## src/rtl/cpu_tick_ctrl_pkg.sv

```systemverilog
`default_nettype none
// ============================================================================
// Module      : cpu_tick_pkg
// Description : Shared state encoding for the CPU run/halt/step controller.
// Revision    : 1.0 - initial release
// ============================================================================
package cpu_tick_pkg;

  // Controller state, encoded as it appears on the state output.
  typedef enum logic [1:0] {
    ST_IDLE = 2'd0,
    ST_RUN  = 2'd1,
    ST_HALT = 2'd2,
    ST_STEP = 2'd3
  } state_t;

endpackage
`default_nettype wire

```

## src/rtl/cpu_tick_ctrl_if.sv

```systemverilog
`default_nettype none
// ============================================================================
// Module      : cpu_tick_ctrl_if
// Description : Control inputs and tick/status outputs of the CPU tick
//               controller. The board side drives through master; the
//               controller connects through slave.
// Revision    : 1.0 - initial release
// ============================================================================
interface cpu_tick_ctrl_if #(
  parameter int TICK_W = 32
);
  logic              set_freq;
  logic              run_req;
  logic              step_btn;
  logic              halt_in;
  logic              resume;
  logic              cpu_tick;
  logic              cpu_clk_led;
  logic [1:0]        state;
  logic [TICK_W-1:0] tick_count;

  modport master (
    output set_freq, run_req, step_btn, halt_in, resume,
    input  cpu_tick, cpu_clk_led, state, tick_count
  );

  modport slave (
    input  set_freq, run_req, step_btn, halt_in, resume,
    output cpu_tick, cpu_clk_led, state, tick_count
  );
endinterface
`default_nettype wire

```

## src/rtl/cpu_tick_ctrl_btn_debounce.sv

```systemverilog
`default_nettype none
// ============================================================================
// Module      : btn_debounce
// Description : Two-flop synchronizer, stability-counter debounce and
//               rising-edge pulse for a raw pushbutton.
// Revision    : 1.0 - initial release
// ============================================================================
module btn_debounce #(
  parameter int DBNC_CYC = 50000
) (
  input  wire logic clk,
  input  wire logic reset,
  input  wire logic btn,
  output logic      pulse
);
  localparam int c_cw = (DBNC_CYC < 2) ? 1 : $clog2(DBNC_CYC + 1);
  localparam logic [c_cw-1:0] c_last = c_cw'(DBNC_CYC - 1);

  logic            r_sync1;
  logic            r_sync2;
  logic            r_level;
  logic [c_cw-1:0] r_cnt;
  logic            r_pulse;
  logic            w_differ;
  logic            w_accept;

  assign w_differ = (r_sync2 != r_level);
  assign w_accept = w_differ && (r_cnt == c_last);

  // Bring the asynchronous button into the clk domain.
  always_ff @(posedge clk or negedge reset) begin
    if (!reset) begin
      r_sync1 <= 1'b0;
      r_sync2 <= 1'b0;
    end else begin
      r_sync1 <= btn;
      r_sync2 <= r_sync1;
    end
  end

  // Accept a new level only after it has differed for DBNC_CYC cycles in a row;
  // any agreeing sample restarts the count.
  always_ff @(posedge clk or negedge reset) begin
    if (!reset) begin
      r_level <= 1'b0;
      r_cnt   <= '0;
      r_pulse <= 1'b0;
    end else begin
      r_pulse <= w_accept && r_sync2;
      if (!w_differ || w_accept) begin
        r_cnt <= '0;
      end else begin
        r_cnt <= r_cnt + 1'b1;
      end
      if (w_accept) begin
        r_level <= r_sync2;
      end
    end
  end

  assign pulse = r_pulse;
endmodule
`default_nettype wire

```

## src/rtl/cpu_tick_ctrl.sv

```systemverilog
`default_nettype none
// ============================================================================
// Module      : cpu_tick_ctrl
// Description : Run/halt/single-step controller producing the one-cycle
//               cpu_tick enable from a programmable divider.
// Revision    : 1.0 - initial release
// ============================================================================
module cpu_tick_ctrl
  import cpu_tick_pkg::*;
#(
  parameter int FAST_DIV = 250000,
  parameter int SLOW_DIV = 25000000,
  parameter int CNT_W    = 25,
  parameter int DBNC_CYC = 50000,
  parameter int TICK_W   = 32
) (
  input wire logic     clk,
  input wire logic     reset,
  cpu_tick_ctrl_if.slave bus
);
  localparam logic [CNT_W-1:0] c_fast_m1 = CNT_W'(FAST_DIV - 1);
  localparam logic [CNT_W-1:0] c_slow_m1 = CNT_W'(SLOW_DIV - 1);

  state_t            r_state;
  state_t            r_ret;
  logic [CNT_W-1:0]  r_cnt;
  logic              r_halt_q;
  logic              r_led;
  logic [TICK_W-1:0] r_tick_count;

  logic              w_step_pulse;
  logic [CNT_W-1:0]  w_div_m1;
  logic              w_tc;
  logic              w_halt_rise;
  logic              w_tick;
  logic              w_cnt_clr;

  btn_debounce #(
    .DBNC_CYC (DBNC_CYC)
  ) u_step_dbnc (
    .clk   (clk),
    .reset (reset),
    .btn   (bus.step_btn),
    .pulse (w_step_pulse)
  );

  // The >= compare lets a mid-count switch to a shorter period fire at once.
  assign w_div_m1    = bus.set_freq ? c_fast_m1 : c_slow_m1;
  assign w_tc        = (r_state == ST_RUN) && (r_cnt >= w_div_m1);
  assign w_halt_rise = bus.halt_in & ~r_halt_q;

  // Leaving RUN this cycle clears the counter too, so it sits at 0 outside RUN.
  assign w_cnt_clr = (r_state != ST_RUN) || w_tc || w_halt_rise || !bus.run_req;

  // Tick decode: terminal counts pass only while RUN is not being left.
  always_comb begin
    w_tick = 1'b0;
    case (r_state)
      ST_RUN:  w_tick = w_tc && !w_halt_rise && bus.run_req;
      ST_STEP: w_tick = 1'b1;
      default: w_tick = 1'b0;
    endcase
  end

  // Divider counter, running only in RUN.
  always_ff @(posedge clk or negedge reset) begin
    if (!reset) begin
      r_cnt <= '0;
    end else if (w_cnt_clr) begin
      r_cnt <= '0;
    end else begin
      r_cnt <= r_cnt + 1'b1;
    end
  end

  // Previous halt_in level for rising-edge detection.
  always_ff @(posedge clk or negedge reset) begin
    if (!reset) begin
      r_halt_q <= 1'b0;
    end else begin
      r_halt_q <= bus.halt_in;
    end
  end

  // Run/halt/step state machine; r_ret remembers where a step returns to.
  always_ff @(posedge clk or negedge reset) begin
    if (!reset) begin
      r_state <= ST_IDLE;
      r_ret   <= ST_IDLE;
    end else begin
      case (r_state)
        ST_IDLE: begin
          if (bus.run_req) begin
            r_state <= ST_RUN;
          end else if (w_step_pulse) begin
            r_state <= ST_STEP;
            r_ret   <= ST_IDLE;
          end
        end
        ST_RUN: begin
          if (w_halt_rise) begin
            r_state <= ST_HALT;
          end else if (!bus.run_req) begin
            r_state <= ST_IDLE;
          end
        end
        ST_HALT: begin
          if (bus.resume) begin
            r_state <= bus.run_req ? ST_RUN : ST_IDLE;
          end else if (w_step_pulse) begin
            r_state <= ST_STEP;
            r_ret   <= ST_HALT;
          end
        end
        ST_STEP: begin
          r_state <= r_ret;
        end
        default: begin
          r_state <= ST_IDLE;
        end
      endcase
    end
  end

  // Visible slow clock and wrapping tick counter, both advanced by each tick.
  always_ff @(posedge clk or negedge reset) begin
    if (!reset) begin
      r_led        <= 1'b0;
      r_tick_count <= '0;
    end else if (w_tick) begin
      r_led        <= ~r_led;
      r_tick_count <= r_tick_count + 1'b1;
    end
  end

  assign bus.cpu_tick    = w_tick;
  assign bus.cpu_clk_led = r_led;
  assign bus.state       = r_state;
  assign bus.tick_count  = r_tick_count;
endmodule
`default_nettype wire
```

## src/flat_wrapper.sv

```systemverilog
// flat-port wrapper written by rule: the top's interface ports become plain ports
module cpu_tick_ctrl_flat import cpu_tick_pkg::*;
#(
  parameter int FAST_DIV = 250000,
  parameter int SLOW_DIV = 25000000,
  parameter int CNT_W    = 25,
  parameter int DBNC_CYC = 50000,
  parameter int TICK_W   = 32
)
  (clk, reset, bus_set_freq, bus_run_req, bus_step_btn, bus_halt_in, bus_resume, bus_cpu_tick, bus_cpu_clk_led, bus_state, bus_tick_count);
  cpu_tick_ctrl_if #(.TICK_W(TICK_W)) bus_i ();
  input wire logic clk;
  input wire logic reset;
  input wire logic [$bits(bus_i.set_freq)-1:0] bus_set_freq;
  input wire logic [$bits(bus_i.run_req)-1:0] bus_run_req;
  input wire logic [$bits(bus_i.step_btn)-1:0] bus_step_btn;
  input wire logic [$bits(bus_i.halt_in)-1:0] bus_halt_in;
  input wire logic [$bits(bus_i.resume)-1:0] bus_resume;
  output wire logic [$bits(bus_i.cpu_tick)-1:0] bus_cpu_tick;
  output wire logic [$bits(bus_i.cpu_clk_led)-1:0] bus_cpu_clk_led;
  output wire logic [$bits(bus_i.state)-1:0] bus_state;
  output wire logic [$bits(bus_i.tick_count)-1:0] bus_tick_count;
  assign bus_i.set_freq = bus_set_freq;
  assign bus_i.run_req = bus_run_req;
  assign bus_i.step_btn = bus_step_btn;
  assign bus_i.halt_in = bus_halt_in;
  assign bus_i.resume = bus_resume;
  assign bus_cpu_tick = bus_i.cpu_tick;
  assign bus_cpu_clk_led = bus_i.cpu_clk_led;
  assign bus_state = bus_i.state;
  assign bus_tick_count = bus_i.tick_count;
  cpu_tick_ctrl #(.FAST_DIV(FAST_DIV), .SLOW_DIV(SLOW_DIV), .CNT_W(CNT_W), .DBNC_CYC(DBNC_CYC), .TICK_W(TICK_W)) u_core (.clk(clk), .reset(reset), .bus(bus_i));
endmodule
```

## config.mk

```make
export PLATFORM = sky130hd
export DESIGN_NAME = cpu_tick_ctrl_flat
export DESIGN_NICKNAME = d
export VERILOG_FILES = /design/src/rtl/cpu_tick_ctrl_pkg.sv /design/src/rtl/cpu_tick_ctrl_if.sv /design/src/rtl/cpu_tick_ctrl_btn_debounce.sv /design/src/rtl/cpu_tick_ctrl.sv /design/src/flat_wrapper.sv
export SDC_FILE = /design/constraint.sdc
export NUM_CORES = 1
export LEC_CHECK = 0
export CORE_ASPECT_RATIO = 0.75
export CORE_MARGIN = 2
export CORE_UTILIZATION = 51
export DETAILED_ROUTE_END_ITERATION = 8
export GPL_TIMING_DRIVEN = 0
export PLACE_DENSITY = 0.76
export SYNTH_ARGS = -nofsm -noshare
export SYNTH_HDL_FRONTEND = slang
export SYNTH_SLANG_ARGS = --single-unit
```

## constraint.sdc

```tcl
create_clock -name clk -period 2.5 [get_ports clk]
set_clock_uncertainty 0.15 [all_clocks]
set_input_delay 0.5 -clock clk [delete_from_list [all_inputs] [get_ports clk]]
set_output_delay 0.5 -clock clk [all_outputs]
set_load 0.01 [all_outputs]
```

==> results of run 1 <==
sequential cells by signal, summed over array words and instances (netlist names):
| register | count |
|---|---|
| u_core.u_step_dbnc.pulse | 1 |
| u_core.r_ret | 1 |
| u_core.u_step_dbnc.r_cnt | 16 |
| u_core.bus.state | 2 |
| u_core.r_halt_q | 1 |
| u_core.u_step_dbnc.r_level | 1 |
| u_core.u_step_dbnc.r_sync2 | 1 |
| u_core.r_cnt | 25 |
| u_core.u_step_dbnc.r_sync1 | 1 |
| u_core.bus.cpu_clk_led | 1 |
| u_core.bus.tick_count | 32 |
cells in the mapped netlist, types with 3 or more instances:
master / instances / area share
xor2_1: 22 / 0.047
clkbuf_1: 3 / 0.0027
buf_2: 4 / 0.0049
nand4_1: 24 / 0.037
nand2b_1: 3 / 0.0046
and4_1: 4 / 0.0085
ha_1: 16 / 0.049
and3_1: 18 / 0.027
o21ai_0: 5 / 0.0061
xnor2_1: 48 / 0.10
buf_6: 3 / 0.0082
nor3_1: 4 / 0.0049
nand2_1: 22 / 0.020
dfrtp_1: 82 / 0.50
inv_1: 7 / 0.0064
and2_1: 5 / 0.0076
nor2_1: 59 / 0.054
a21oi_1: 4 / 0.0049
nand3_1: 32 / 0.039
cells in the final DEF (no fill, tap or decap), types with 3 or more instances in the layout:
master / instances
nand2_1: 22
xor2_1: 22
nand4_1: 24
and4_1: 4
nor3_1: 3
nand2b_1: 3
and3_1: 18
inv_1: 7
dfrtp_1: 80
and2_1: 5
clkbuf_8: 9
clkbuf_1: 3
nand3_1: 32
o21ai_0: 5
nor2_1: 59
buf_2: 4
buf_6: 5
buf_4: 5
clkdlybuf4s50_1: 39
a21oi_1: 4
bufinv_16: 3
ha_1: 14
xnor2_1: 48
critical path, cell delays in order, from the launching register on:
cell     delay (ns)
dfrtp_1        0.44
ha_4           0.24
a211o_1        0.26
a211o_1        0.28
a21oi_2        0.17
a31oi_4        0.12
buf_6          0.14
buf_6          0.11
layer usage:
layer | part of all wire | vias to the layer above | track usage
li1 | - | 1484 | -
met1 | 0.49 | 1481 | 0.284
met2 | 0.45 | 58 | 0.306
met3 | 0.044 | 13 | 0.0508
met4 | 0.014 | 0 | 0.0756
met5 | 0 | - | 0
what timing repair did:
| action | CTS | global route |
|---|---|---|
| endpoints found under the hold margin | 14 | 0 |
| hold buffers | 1 | 0 |
| setup buffers | 4 | 0 |
| pin swaps | 4 | 1 |
| gates resized for setup | 18 | 3 |
| endpoints found under the setup margin | 59 | 16 |
cell type report:
class                           instances  area [µm²]  share of cell area
Clock buffer                            9         124              0.0247
Timing Repair Buffer                   48         488              0.0972
Inverter                                7        26.3             0.00523
Tap cell                              105         131              0.0262
Multi-Input combinational cell        295        2010               0.400
Sequential cell                        82        2050               0.409
Clock inverter                          7         124              0.0247
Buffer                                 10        65.1              0.0130
power groups by stage:
| stage | combinational, mW | clock, mW | sequential, mW |
|---|---|---|---|
| 4_1_cts | 0.331 | 1.20 | 1.44 |
| 6_report | 0.326 | 1.18 | 1.44 |
| 3_3_place_gp | 0.309 | 0 | 1.46 |
| 5_1_grt | 0.363 | 1.26 | 1.45 |
| 2_1_floorplan | 0.137 | 0 | 1.47 |
| 3_5_place_dp | 0.320 | 0 | 1.46 |
per-stage QoR:
stage                     setup TNS [ns]  setup slack [ns]  instance area, µm²
after floorplan                        0           0.00222                4100
after global placement           -223.51             -2.08                4650
after detailed placement          -55.33             -1.71                4670
after CTS                         -0.277            -0.277                5000
after global routing              -0.363            -0.348                5020
final                             -0.251            -0.251                5020
cells by family after synthesis:
group | count (synthesis)
AOI/OAI and AO/OA | 22
xor gates and xnor gates | 70
adders and majority gates | 16
buffers and inverters | 17
DFF | 82
muxes | 3
and+or+nand+nor | 184
worst min path at each step:
stage | to | slack, ns | depth (start not counted)
floorplan | u_core.bus.cpu_clk_led | 0.05 | 0
CTS | u_core.u_step_dbnc.r_sync2 | 0.21 | 0
global route | u_core.u_step_dbnc.r_sync2 | 0.21 | 0
detailed placement | u_core.u_step_dbnc.r_sync2 | 0.19 | 0
finish | u_core.u_step_dbnc.r_sync2 | 0.21 | 0
global placement | u_core.u_step_dbnc.r_sync2 | 0.19 | 0
==> reports/qor.txt, run 1 <==
Status: complete, but fails checks
Failing checks: setup timing
Clock power share: 0.400
Synthesis-stage register bit count: 82
Sw Pwr: 732 µW
Register area share after synthesis: 0.501
CP Max Fanout: 3
Worst-Skew Late Latency: 0.35 ns
Routed via count: 3036
Crit share post-route: 1.10
Slew Viols, Final: 0
Max Freq: 364 MHz
Final std cells w/o fill: 563
Area delta synth->final: 22.5%
Primary FF master, synth: dfrtp_1
Path depth of the worst reg2reg path: 9
Hold violation count in the final report: 0
Crit path to: bus_cpu_tick
Post-synth EDFFs: 0
Total track usage: 0.202
Hold Path Class: reg2reg
Adder-Cell Fraction of Synth Area: 0.0489
Fin util: 0.640
Internal reg-to-reg setup slack: 0.13 ns
Wire per inst: 14.4 µm
Synth warn: 0
Hold slack: 0.206 ns
Die Wd: 108 µm
CP Launch Type: flop
Number of library cell types mapped by synthesis: 42
IO buf count: 42
Arr. time, crit path: 2.10 ns
Initial antenna violation count: 0
Share of layout cells above drive strength 1: 0.105
Vias in the first global route: 2874
First-pass GRT wire length: 13800 µm
H-tree depth: 3
Ys async rst share: 1.00
WL final: 8140 µm
Syn Area/Cell: 10.4 µm²
DR pass1 iterations: 4
Vias per cell: 5.39
Largest net degree at the start of global routing: 69
Synth Cell Area: 4100 µm²
Core Area: 7850 µm²
Mux cell area share after synthesis: 0.00794
Internal power: 2.21 mW
RSZ-0062 raised after global routing: yes
Initial core utilization: 0.522
Clock transition at path regs: 0.08 ns
Worst r2r dst: u_core.bus.tick_count[11]
Slew @ Worst Pin: 0.444 ns
CP Launch Point: u_core.r_cnt[22]
Syn nets: 417
Relative slew slack: 0.702
Die ar.: 8780 µm²
CTS max path bufs: 2
Nets@finish: 476
# IOs: 43
Die Y: 81.6 µm
Root Buffer: clkbuf_8
Leakage Power: 2.13 nW
Hold Startpoint: u_core.u_step_dbnc.r_sync1
Total power: 2.94 mW
CTS buffer count: 9
Final Setup Violations: 1
Clock sink count: 82
Crit path capture type: primary output
Fin worst setup slack: -0.251 ns
CTS tree: built
XOR/XNOR share of the synthesized area: 0.150
Total grt overflow: 0
RD Place Congestion: 0.837
Rows: 28
Max_cap viols: 0
Power per cell area: 586 nW/µm²
FILL cells: 629
Mapped Cells: 394
Initial DRC count: 118
Sequential Power Share: 0.489
CP required: 1.85 ns
Max VDD drop: 0.340 mV
Cells after DPL: 542
Antenna cells: 0
Main combinational cell family by area after synthesis: simple AND/OR/NAND/NOR gates
Residual DRC count: 0
Synth Area in Compound Gates: 0.0409
Combinational share of power: 0.111
Post-synthesis simple-gate area fraction: 0.230
Fin crit period: 2.75 ns
Detailed Place HPWL: 5740 µm
ANT nets after route: 0
Setup CP Type: reg2out
Net Sw Frac: 0.249
Reg2Reg Launch Point: u_core.r_cnt[7]
Power figures use the tool's default switching activity.
==> run 2: changes to the inputs <==
Settings changed: CORE_UTILIZATION 51 to 57, DONT_BUFFER_PORTS set to 1, PLACE_DENSITY 0.76 to 0.75.
==> reports/qor.txt, run 2 (synthesis results as in run 1) <==
Fin worst setup slack: -0.136 ns (was -0.251 ns)
Detailed Place HPWL: 5240 µm (was 5740 µm)
Area of the multi-input gates: 2040 µm² (was 2010 µm²)
Share of layout cells above drive strength 1: 0.126 (was 0.105)
Area delta synth->final: 13.0% (was 22.5%)
Die Wd: 102 µm (was 108 µm)
Slew @ Worst Pin: 0.460 ns (was 0.444 ns)
IO buf count: 0 (was 42)
Crit-path most repeated cell: a211o_1
Leakage Power: 2.00 nW (was 2.13 nW)
Crit path largest cell delay: 0.43 ns (was 0.44 ns)
Hold slack: -0.325 ns (was 0.206 ns)
Crit-path cells: ha_4 > a211o_1 > a211o_1 > a21oi_2 > a31oi_4 > buf_6 (was ha_4 > a211o_1 > a211o_1 > a21oi_2 > a31oi_4 > buf_6 > buf_6)
Status: complete, but fails checks (unchanged)
Initial antenna violation count: 0 (unchanged)
Cells after DPL: 492 (was 542)
Worst-Skew Late Latency: 0.36 ns (was 0.35 ns)
Max VDD drop: 0.330 mV (was 0.340 mV)
Initial core utilization: 0.594 (was 0.522)
Sequential cell area: 2050 µm² (about the same)
Crit path capture type: primary output (unchanged)
CTS tree: built (unchanged)
DR pass1 iterations: 4 (unchanged)
Routed via count: 2921 (was 3036)
ANT nets after route: 0 (unchanged)
Core Area: 6900 µm² (was 7850 µm²)
Max Freq: 379 MHz (was 364 MHz)
Internal power: 2.03 mW (was 2.21 mW)
Antenna cells: 0 (unchanged)
Sequential Power Share: 0.535 (was 0.489)
Residual DRC count: 0 (unchanged)
Final std cells w/o fill: 520 (was 563)
Total grt overflow: 0 (unchanged)
# IOs: 43 (unchanged)
Combinational share of power: 0.066 (was 0.111)
CP required: 1.85 ns (about the same)
Power per cell area: 589 nW/µm² (was 586 nW/µm²)
Clock power share: 0.399 (was 0.400)
Arr. time, crit path: 1.99 ns (was 2.10 ns)
Vias in the first global route: 2824 (was 2874)
Fin util: 0.671 (was 0.640)
Total power: 2.73 mW (was 2.94 mW)
RD Place Congestion: 0.813 (was 0.837)
Failing checks: hold timing, setup timing (was setup timing)
Clock sink count: 82 (unchanged)
CTS max path bufs: 2 (unchanged)
Nets@finish: 440 (was 476)
Max_cap viols: 0 (unchanged)
Net Sw Frac: 0.256 (was 0.249)
Wire per inst: 15.1 µm (was 14.4 µm)
First-pass GRT wire length: 13300 µm (was 13800 µm)
Die Y: 77.4 µm (was 81.6 µm)
Relative slew slack: 0.693 (was 0.702)
Die ar.: 7890 µm² (was 8780 µm²)
Crit share post-route: 1.05 (was 1.10)
Rows: 26 (was 28)
Sw Pwr: 698 µW (was 732 µW)
Largest net degree at the start of global routing: 83 (was 69)
Hold Path Class: in2async (was reg2reg)
Commonest non-fill, non-tap cell in the layout: dfrtp_1 (unchanged)
Initial DRC count: 99 (was 118)
Largest register FFs: 32 (unchanged)
Clock transition at path regs: 0.09 ns (was 0.08 ns)
Final Setup Violations: 1 (unchanged)
Slew Viols, Final: 0 (unchanged)
Vias per cell: 5.62 (was 5.39)
Hold violation count in the final report: 82 (was 0)
Commonest cells after routing, fill and taps aside: 81 x dfrtp_1, 59 x nor2_1, 48 x xnor2_1 (was 80 x dfrtp_1, 59 x nor2_1, 48 x xnor2_1)
Setup CP Type: reg2out (unchanged)
Root Buffer: clkbuf_8 (unchanged)
Instance area after placement: 4220 µm² (was 4670 µm²)
FILL cells: 533 (was 629)
WL final: 7850 µm (was 8140 µm)
H-tree depth: 3 (unchanged)
CP Max Fanout: 5 (was 3)
Final instance area: 4630 µm² (was 5020 µm²)
Fin crit period: 2.64 ns (was 2.75 ns)
RSZ-0062 raised after global routing: yes (unchanged)
Slowest library cell on the worst path: dfrtp_1 (unchanged)
CTS buffer count: 9 (unchanged)
CP Launch Type: flop (unchanged)
Total track usage: 0.213 (was 0.202)
run 2: changes by cell type in the layout (fill, tap and decap cells not counted), sizes merged:
cell and delta:
bufinv -1, dlygate4sd3 +1, clkinvlp +1, clkdlybuf4s50 -39, buf +2
run 2: what timing repair did:
item | 4_1_cts | 5_1_grt
hold endpoints to repair | 82 | 84
buffers inserted | 7 | 3
resized for setup | 7 | 8
cloned | 1 | 0
setup endpoints to repair | 5 | 22
pin swaps | 6 | 1
run 2: final timing paths:
kind                                             from                          to  slack [ns]  cells past startpoint
setup / recovery                     u_core.r_cnt[22]                bus_cpu_tick       -0.14                      6
hold / removal                                  reset            u_core.r_cnt[21]       -0.33                      0
setup reg to reg                     u_core.r_cnt[15]   u_core.bus.tick_count[20]        0.15                      9
hold reg to reg            u_core.u_step_dbnc.r_sync1  u_core.u_step_dbnc.r_sync2        0.20                      0
max in group asynchronous                       reset             u_core.r_cnt[0]        2.38                      0
min in group clk                          bus_run_req             u_core.r_ret[1]        0.14                      2
run 2: power groups by stage:
stage / logic [mW] / clock network (mW) / registers, mW
after floorplan: 0.137 / 0 / 1.47
after global placement: 0.161 / 0 / 1.48
after detailed placement: 0.168 / 0 / 1.48
after CTS: 0.179 / 1.10 / 1.46
after global routing: 0.207 / 1.15 / 1.47
final: 0.181 / 1.09 / 1.46
run 2: layout make-up:
| class | instances | area share |
|---|---|---|
| buffer | 10 | 0.0149 |
| clock buffer | 9 | 0.0268 |
| clock inverter | 7 | 0.0219 |
| inverter | 7 | 0.00568 |
| multi-input combinational | 295 | 0.441 |
| sequential | 82 | 0.444 |
| tap | 98 | 0.0265 |
| timing repair buffer | 12 | 0.0200 |
run 2: worst max-delay path, delay by kind of cell, from the launching register on:
| kind | cells | cell delay (ns) |
|---|---|---|
| adder cells (fa/ha/maj) | 1 | 0.23 |
| AO/OA/AOI/OAI | 4 | 0.81 |
| flip-flops | 1 | 0.43 |
| buffers and inverters | 1 | 0.15 |
run 2: layer usage:
metal	vias up	routed length, µm	track usage
met5	-	0	0
li1	1413	-	-
met4	0	134	0.0640
met3	15	366	0.0739
met2	57	3530	0.318
met1	1436	3820	0.293
run 2: stage by stage:
step	setup WS, ns	setup TNS [ns]
4_1_cts	-0.149	-0.149
6_report	-0.136	-0.136
3_5_place_dp	-0.268	-4.00
3_3_place_gp	-0.226	-2.17
2_1_floorplan	0.00222	0
5_1_grt	-0.218	-0.218
